### src/rtl/steer_cmd_mapper.sv
// Maps signed controller samples to move_cmd/speed_level with deadband hysteresis,
// saturated scaled magnitude, speed rate limiting and a track/search/halt lost-line FSM.
module steer_cmd_mapper #(
    parameter int CTRL_W         = 32,
    parameter int SPEED_W        = 4,
    parameter int DEADBAND       = 10,
    parameter int HYST           = 2,
    parameter int SHIFT          = 0,
    parameter int STRAIGHT_SPEED = 1,
    parameter int RATE_STEP      = 2,
    parameter int LOST_FRAMES    = 8,
    parameter int SEARCH_FRAMES  = 60,
    parameter int SEARCH_SPEED   = 3
) (
    input  logic                     clk,
    input  logic                     reset,
    input  logic                     en,
    input  logic signed [CTRL_W-1:0] ctrl_out,
    input  logic                     ctrl_valid,
    input  logic                     line_found,
    output logic [3:0]               move_cmd,
    output logic [SPEED_W-1:0]       speed_level,
    output logic                     cmd_valid,
    output logic [1:0]               state_dbg
);
    typedef enum logic [1:0] {
        ST_IDLE   = 2'b00,
        ST_TRACK  = 2'b01,
        ST_SEARCH = 2'b10,
        ST_HALT   = 2'b11
    } state_t;

    localparam int MW     = CTRL_W + 1;
    localparam int SW2    = SPEED_W + 2;
    localparam int LOST_W = $clog2(LOST_FRAMES) + 1;
    localparam int SRCH_W = $clog2(SEARCH_FRAMES) + 1;

    localparam logic [3:0] MV_W    = 4'b0000;
    localparam logic [3:0] MV_WA   = 4'b0001;
    localparam logic [3:0] MV_WD   = 4'b0010;
    localparam logic [3:0] MV_STOP = 4'b0011;

    localparam logic [MW-1:0]      SPEED_MAX_M = MW'((2 ** SPEED_W) - 1);
    localparam logic [MW-1:0]      DB_M        = MW'(DEADBAND);
    localparam logic [MW-1:0]      REL_M       = MW'(DEADBAND - HYST);
    localparam logic [SPEED_W-1:0] STRAIGHT_V  = SPEED_W'(STRAIGHT_SPEED);
    localparam logic [SPEED_W-1:0] SEARCH_V    = SPEED_W'(SEARCH_SPEED);
    localparam logic [SPEED_W-1:0] SPEED_ZERO  = {SPEED_W{1'b0}};
    localparam logic [LOST_W-1:0]  LOST_LIM    = LOST_W'(LOST_FRAMES);
    localparam logic [SRCH_W-1:0]  SRCH_LIM    = SRCH_W'(SEARCH_FRAMES);

    // Step prev toward tgt by at most RATE_STEP
    function automatic logic [SPEED_W-1:0] ramp(input logic [SPEED_W-1:0] prev,
                                                input logic [SPEED_W-1:0] tgt);
        logic [SW2-1:0] p;
        logic [SW2-1:0] t;
        logic [SW2-1:0] r;
        p = {2'b00, prev};
        t = {2'b00, tgt};
        r = SW2'(RATE_STEP);
        if (t > p + r) begin
            ramp = SPEED_W'(p + r);
        end else if (p > t + r) begin
            ramp = SPEED_W'(p - r);
        end else begin
            ramp = tgt;
        end
    endfunction

    state_t              state_r, state_s;
    logic [3:0]          move_r, move_s, last_turn_r, last_s;
    logic [SPEED_W-1:0]  speed_r, speed_s;
    logic                valid_r, valid_s;
    logic [LOST_W-1:0]   lost_cnt_r, lost_s, lost_inc_s;
    logic [SRCH_W-1:0]   search_cnt_r, search_s, search_inc_s;

    logic signed [MW-1:0] ctrl_ext_s;
    logic [MW-1:0]        mag_s, scaled_s;
    logic [SPEED_W-1:0]   tgt_s, trk_speed_s;
    logic [3:0]           trk_move_s, trk_last_s;
    logic                 turning_s;

    // TRACK mapping: magnitude, saturated target and hysteretic direction
    always_comb begin
        ctrl_ext_s = {ctrl_out[CTRL_W-1], ctrl_out};
        if (ctrl_ext_s[MW-1]) begin
            mag_s = MW'(-ctrl_ext_s);
        end else begin
            mag_s = MW'(ctrl_ext_s);
        end
        scaled_s = mag_s >> SHIFT;
        if (scaled_s > SPEED_MAX_M) begin
            tgt_s = SPEED_W'(SPEED_MAX_M);
        end else if (scaled_s == {MW{1'b0}}) begin
            tgt_s = {{(SPEED_W-1){1'b0}}, 1'b1};
        end else begin
            tgt_s = scaled_s[SPEED_W-1:0];
        end
        turning_s = (move_r == MV_WA) || (move_r == MV_WD);
        if (ctrl_ext_s > $signed(DB_M)) begin
            trk_move_s  = MV_WA;
            trk_speed_s = ramp(speed_r, tgt_s);
        end else if (ctrl_ext_s < -$signed(DB_M)) begin
            trk_move_s  = MV_WD;
            trk_speed_s = ramp(speed_r, tgt_s);
        end else if (turning_s && (mag_s > REL_M)) begin
            trk_move_s  = move_r;
            trk_speed_s = ramp(speed_r, tgt_s);
        end else begin
            trk_move_s  = MV_W;
            trk_speed_s = ramp(speed_r, STRAIGHT_V);
        end
        if (trk_move_s == MV_W) begin
            trk_last_s = last_turn_r;
        end else begin
            trk_last_s = trk_move_s;
        end
    end

    // Saturating increments of the lost-line counters
    always_comb begin
        if (lost_cnt_r == {LOST_W{1'b1}}) begin
            lost_inc_s = lost_cnt_r;
        end else begin
            lost_inc_s = lost_cnt_r + LOST_W'(1);
        end
        if (search_cnt_r == {SRCH_W{1'b1}}) begin
            search_inc_s = search_cnt_r;
        end else begin
            search_inc_s = search_cnt_r + SRCH_W'(1);
        end
    end

    // Next-state and next-output logic for the lost-line FSM
    always_comb begin
        state_s  = state_r;
        move_s   = move_r;
        speed_s  = speed_r;
        valid_s  = 1'b0;
        lost_s   = lost_cnt_r;
        search_s = search_cnt_r;
        last_s   = last_turn_r;
        if (!en) begin
            state_s  = ST_IDLE;
            move_s   = MV_STOP;
            speed_s  = SPEED_ZERO;
            lost_s   = {LOST_W{1'b0}};
            search_s = {SRCH_W{1'b0}};
        end else if (ctrl_valid) begin
            valid_s = 1'b1;
            if (line_found) begin
                // IDLE/HALT hold STOP/0, so the mapping naturally starts from 0, not turning
                state_s  = ST_TRACK;
                move_s   = trk_move_s;
                speed_s  = trk_speed_s;
                last_s   = trk_last_s;
                lost_s   = {LOST_W{1'b0}};
                search_s = {SRCH_W{1'b0}};
            end else begin
                case (state_r)
                    ST_TRACK: begin
                        lost_s = lost_inc_s;
                        if (lost_inc_s == LOST_LIM) begin
                            state_s  = ST_SEARCH;
                            move_s   = last_turn_r;
                            speed_s  = ramp(speed_r, SEARCH_V);
                            search_s = {SRCH_W{1'b0}};
                        end else begin
                            state_s = ST_TRACK;
                        end
                    end
                    ST_SEARCH: begin
                        search_s = search_inc_s;
                        if (search_inc_s == SRCH_LIM) begin
                            state_s = ST_HALT;
                            move_s  = MV_STOP;
                            speed_s = SPEED_ZERO;
                        end else begin
                            move_s  = last_turn_r;
                            speed_s = ramp(speed_r, SEARCH_V);
                        end
                    end
                    ST_HALT: begin
                        move_s  = MV_STOP;
                        speed_s = SPEED_ZERO;
                    end
                    default: begin
                        state_s = ST_IDLE;
                        move_s  = MV_STOP;
                        speed_s = SPEED_ZERO;
                    end
                endcase
            end
        end else begin
            valid_s = 1'b0;
        end
    end

    // State and output registers
    always_ff @(posedge clk or posedge reset) begin
        if (reset) begin
            state_r      <= ST_IDLE;
            move_r       <= MV_STOP;
            speed_r      <= SPEED_ZERO;
            valid_r      <= 1'b0;
            lost_cnt_r   <= {LOST_W{1'b0}};
            search_cnt_r <= {SRCH_W{1'b0}};
            last_turn_r  <= MV_WA;
        end else begin
            state_r      <= state_s;
            move_r       <= move_s;
            speed_r      <= speed_s;
            valid_r      <= valid_s;
            lost_cnt_r   <= lost_s;
            search_cnt_r <= search_s;
            last_turn_r  <= last_s;
        end
    end

    assign move_cmd    = move_r;
    assign speed_level = speed_r;
    assign cmd_valid   = valid_r;
    assign state_dbg   = state_r;

endmodule

### config.mk
export PLATFORM = sky130hd
export DESIGN_NAME = steer_cmd_mapper
export DESIGN_NICKNAME = d
export VERILOG_FILES = /design/src/rtl/steer_cmd_mapper.sv
export SDC_FILE = /design/constraint.sdc
export NUM_CORES = 1
export LEC_CHECK = 0
export CAP_MARGIN = 5
export CORE_ASPECT_RATIO = 1.2
export CORE_UTILIZATION = 25
export CTS_CLUSTER_SIZE = 8
export DETAILED_ROUTE_END_ITERATION = 16
export PLACE_DENSITY = 0.52
export SETUP_SLACK_MARGIN = 0.4
export SYNTH_ARGS = -nofsm -noshare
export SYNTH_HDL_FRONTEND = slang
export SYNTH_SLANG_ARGS = --single-unit
### constraint.sdc
create_clock -name clk -period 3.89 [get_ports clk]
set_input_delay 0.5835 -clock clk [delete_from_list [all_inputs] [get_ports clk]]
set_output_delay 0.5835 -clock clk [all_outputs]
set_load 0.05 [all_outputs]
Word-level counts from Yosys, hierarchy flattened
Cells that the tools add are included.
{"block": "word_totals", "reg_bits": 26, "input_bits": 37, "out_inout_bits": 11}
{"block": "classes", "n_addsub": 6, "order_cmp": 10, "eq_ne": 15, "n_mux": 46, "n_bitwise": 1, "n_reduce_logical": 9}
{"operator": "2-to-1 mux 4 bit", "n": 29}
{"operator": "> comparator 33 x 4 -> 1 bit (second input constant)", "n": 2}
{"operator": "2-to-1 mux 7 bit", "n": 5}
{"operator": "logical NOT 33 bit", "n": 1}
{"operator": "2-to-1 mux 33 bit", "n": 1}
{"operator": "negator 32 -> 33 bit", "n": 1}
{"operator": "> comparator 32 x 5 -> 1 bit (second input constant)", "n": 1}
{"operator": "less-than comparator 32 x 5 -> 1 bit (second input constant)", "n": 1}
{"operator": "one-hot mux 4 bit (2 select lines)", "n": 2}
{"operator": "one-hot mux 7 bit (2 select lines)", "n": 1}
{"operator": "adder 4 x 2 -> 5 bit (second input constant)", "n": 2}
{"operator": "2-to-1 mux 2 bit", "n": 5}
{"operator": "equality test 4 bit (second input constant)", "n": 2}
{"operator": "inequality test 4 bit (second input constant)", "n": 2}
{"operator": "adder 7 x 1 -> 7 bit (second input constant)", "n": 1}
{"operator": "equality test 7 x 6 -> 1 bit (second input constant)", "n": 1}
{"operator": "equality test 7 bit (second input constant)", "n": 1}
{"operator": "> comparator 1 x 6 -> 1 bit (first input constant)", "n": 1}
{"operator": "> comparator 2 x 6 -> 1 bit (first input constant)", "n": 1}
{"operator": "> comparator 4 x 6 -> 1 bit", "n": 1}
{"operator": "one-hot mux 2 bit (3 select lines)", "n": 1}
{"operator": "AND reduction 3 bit", "n": 2}
{"operator": "> comparator 4 x 5 -> 1 bit", "n": 1}
{"operator": "adder 4 x 1 -> 4 bit (second input constant)", "n": 1}
{"operator": "18 further kinds", "n": 21}

Logic depth before layout (Yosys ltp)
{"block": "depth", "word_depth": 15, "mapped_depth": 22, "ltp_nobuf": 22}

Worst setup path before layout
No wires, ideal clock.
{"block": "synth_timing", "kind": "input-to-reg", "from": "input ctrl_out[0]", "to": "register speed_r[0], in the netlist speed_level[0]", "arrival_ns": 4.961, "required_ns": 3.757, "slack_ns": -1.204, "path_stages": 22, "n_path_buf": 0, "path_cell_list": "inv_1 ha_1 nor3b_2 nand2_2 or3_1 mux2_1 or4_1 or4_4 nor2_1 nand2_1 ha_1 inv_1 ha_1 o21ai_0 nand2b_1 a21oi_1 a41oi_1 o21ai_0 nor3_1 o21ai_0 nand4_1 a21oi_1"}
{"block": "synth_via", "elab_chain_cells": 15, "elab_cells_between_ends": 21}
{"item": "from (decl)", "line": "18", "source": "input logic signed [CTRL_W-1:0] ctrl_out,"}
{"item": "branches (longest 11 deep; another with negator 32 -> 33 bit)"}
{"item": "2-to-1 mux 4 bit *", "line": "100", "source": "if (ctrl_ext_s > $signed(DB_M)) begin"}
{"item": "2-to-1 mux 4 bit *", "line": "151", "source": "if (line_found) begin"}
{"item": "2-to-1 mux 4 bit *", "line": "149", "source": "end else if (ctrl_valid) begin"}
{"item": "2-to-1 mux 4 bit *", "line": "143", "source": "if (!en) begin"}
{"item": "to (signal assigned)", "line": "212", "source": "speed_r <= speed_s;"}
{"item": "to (decl)", "line": "72", "source": "logic [SPEED_W-1:0] speed_r, speed_s;"}
Every way passes the cells marked *. The select of a mux whose other input is x is not followed.
A chain may end at the register's enable or synchronous reset.

Final worst setup path
{"block": "layout_timing", "from": "input ctrl_out[10]", "to": "register speed_r[2], in the netlist speed_level[2]"}
Same word-level chain as after synthesis.

==> flow_summary.toml <==
[status]
outcome = "complete, but fails checks"
violations = "negative setup slack"

[routing]
met1Wirelength_um = 5190
viasPerCell = 5.387
vias = 4051
dr.max_layer_used = "met4"
ant_nets = 0
drt_iter0_markers = 146
wl_met3_um = 392
wl_per_cell_um = 15.74
wirelength_um = 11840
route.detailed.drc = 0
firstDrtPassIters = 4
dr_wl_met2_um = 6010

[die]
core_area_um2 = 12280
start_util = 0.2595
row_count = 44
die-area_um2 = 13200
die_w_um = 105.0
io_pins = 48
die_h_um = 125.7

[yosys]
avgSynthCellArea_um2 = 7.207
yosys.cell_types.count = 72
ys_seq_elements = 26
ys_warn_count = 0
synth_ff_type = "dfrtp_1"
syn_nets = 497
netlist_area_um2 = 3186
synth_cells = 442
async_flop_share = 1.000
seq_area_frac_synth = 0.2054
synth_edf_count = 0

[clock_tree]
clock_tree.buffer_depth = 2
clk_pin_slew_ps = 60
cts-hold-fix-buffers = 0
cts.sinks = 26
cts_buffers = 3
htree_levels = 1
worstSkewPairLatency_ps = 270
cts_tree = "done"
cts_root_buf = "clkbuf_16"

[cells_and_area]
seq_area_um2 = 654.4
n_antenna_cell = 0
multi_input_area_um2 = 2704
fin_util = 0.4195
stdcell_area_um2 = 5150
area_delta_synth_final_pct = 61.67
final_common_cell = "buf_4"
fill_cells = 1255
mostFrequentLayoutCells = "buf_4, nand2_1, nor2_1"
nets = 647
layout-drive-gt1-share = 0.3299

[critical_path]
crit_path_top_delay_cell = "or4_1"
cp_max_fo = 5
critPathKind = "in2reg"
crit_path_cell_trace = "buf_6, or3_4, buf_6, or3_4, mux2_4, or4_1, or4_4, nor2_4, nand2_2, ha_4, inv_4, ha_4, o21ai_2, nand2b_1, a21oi_2, a41oi_2, buf_4, nand2_1, nand4b_1, nand4_1, o211ai_1"
start_kind = "primary input"
startpoint = "ctrl_out[10]"
crit_family = "simple AND/OR/NAND/NOR gates"
cp.depth = 21
worstPathRequired_ps = 4070
r2r-start = "speed_level[1]"
worst_setup_path_end_kind = "flip-flop"
cp_slowest_stage_delay_ps = 530
path_buf_inv = 4
r2r_cells = 13
arrival_ps = 4720

[timing]
fmax_mhz = 220.0
tightest_slew_ps = 1024
skew_ps = 7.767
setup_viol = 4
hold_ws_ps = 495.9
fin_crit_ps = 4544
hold_violations = 0
finalMaxSlewViolations = 0
fin_ws_ps = -654.5
maxSlewHeadroom = 0.3165
fin_crit_sh = 1.168
rsz0062_at_grt = "yes"

[global_route]
grt_util_all_layers = 0.1749
antenna_found_initial = 0
grt_pass1_vias = 4061
grt-ovfl-total = 0
grt_pass1_wl_um = 19130
grt_max_degree = 27

[placement]
io_buffers = 47
dp_hpwl_um = 9084
gp_congestion = 0.9290
place_area_um2 = 4598

[hold_path]
hold_path.class = "reg2reg"
worstHoldStart = "last_turn_r[3]"
hold_depth = 1

[power]
peakVddDrop_mv = 0.1740
power_density_nw_per_um2 = 217.4
p_leak_nw = 2.180

[job]
maxCapViolCount = 0
-- through the flow --
step / TNS, ps / total power [mW] / std cells / setup slack [ps]
4_1_cts: -3046 / 1.090 / 742 / -809.5
3_5_place_dp: -7496 / 0.7634 / 729 / -1439
5_1_grt: -3242 / 1.184 / 752 / -848.9
3_3_place_gp: -7295 / 0.7588 / 729 / -1374
2_1_floorplan: -3213 / 0.5637 / 442 / -879.9
6_report: -2513 / 1.120 / 752 / -654.5
-- layout make-up --
| cell class | count | area share |
|---|---|---|
| inverters | 22 | 0.01701 |
| clock buffers | 3 | 0.01458 |
| multi-input cells | 375 | 0.5250 |
| well taps | 161 | 0.03912 |
| clock inverters | 1 | 0.005831 |
| flip-flops and latches | 26 | 0.1271 |
| repair buffers | 164 | 0.2714 |
-- cell usage after synthesis (5+ instances only) --
library cell	count	area (um^2)
nand2_1	50	187.7
xnor2_1	5	43.79
nor2_1	35	131.4
o211ai_1	5	37.54
o21ai_0	38	190.2
a211oi_1	6	45.04
a31oi_1	5	31.28
dfrtp_1	23	575.6
a21oi_1	33	165.2
clkbuf_1	14	52.55
nor3_1	16	80.08
nand2b_1	10	62.56
or4_1	10	75.07
and3_1	6	37.54
nand4_1	10	62.56
or3_1	6	37.54
ha_1	18	225.2
and2_1	6	37.54
nand3_1	19	95.09
nor4_1	12	75.07
inv_1	22	82.58
a21o_1	5	37.54
-- power breakdown --
| part | internal, mW | switching [mW] |
|---|---|---|
| Combinational | 0.229 | 0.268 |
| Clock | 0.205 | 0.0989 |
| Sequential | 0.291 | 0.0283 |
-- routing by layer --
| metal | track usage | vias up |
|---|---|---|
| met2 | 0.3233 | 110 |
| met5 | 0 | - |
| met3 | 0.01190 | 24 |
| li1 | - | 1972 |
| met1 | 0.2160 | 1945 |
| met4 | 0.05220 | 0 |
-- logic make-up (layout without fill, tap and decap cells) --
kind of cell	after synthesis	after routing	synth area share
fa+ha+maj	18	18	0.07070
buf+inv	41	190	0.05145
flops	26	26	0.2054
xor+xnor	9	9	0.02474
compound gates	140	140	0.2883
mux	6	6	0.01964
simple gates	202	202	0.3398
-- flip-flops by register name, indices dropped and copies added, names as in the netlist --
name and cells:
cmd_valid 1, last_turn_r 4, lost_cnt_r 4, move_cmd 4, search_cnt_r 7, speed_level 4
state_dbg 2
-- final timing paths --
kind / endpoint / slack (ps)
max: speed_level[2] / -650
min reg2reg: last_turn_r[3] / 500
min in group asynchronous: speed_level[3] / 860
max reg2reg: speed_level[0] / 1060
min: last_turn_r[3] / 500
max in group asynchronous: search_cnt_r[5] / 2400
-- worst reg2reg max path: stages (launching register included) --
cell      delay (ps)
dfrtp_1          630
inv_1            180
ha_1             380
inv_1            120
ha_1             320
o21ai_1           60
nand2b_1          60
a21oi_1           70
a311oi_2         380
buf_4            200
buf_4            110
o21ai_1           60
nand4_1           70
a21oi_1           60
-- repair_timing --
item	CTS	global route
pin swaps	31	34
setup buffers	9	10
endpoints found under the setup margin	10	10
gates resized for setup	56	72
(Power assumes the default switching activity.)
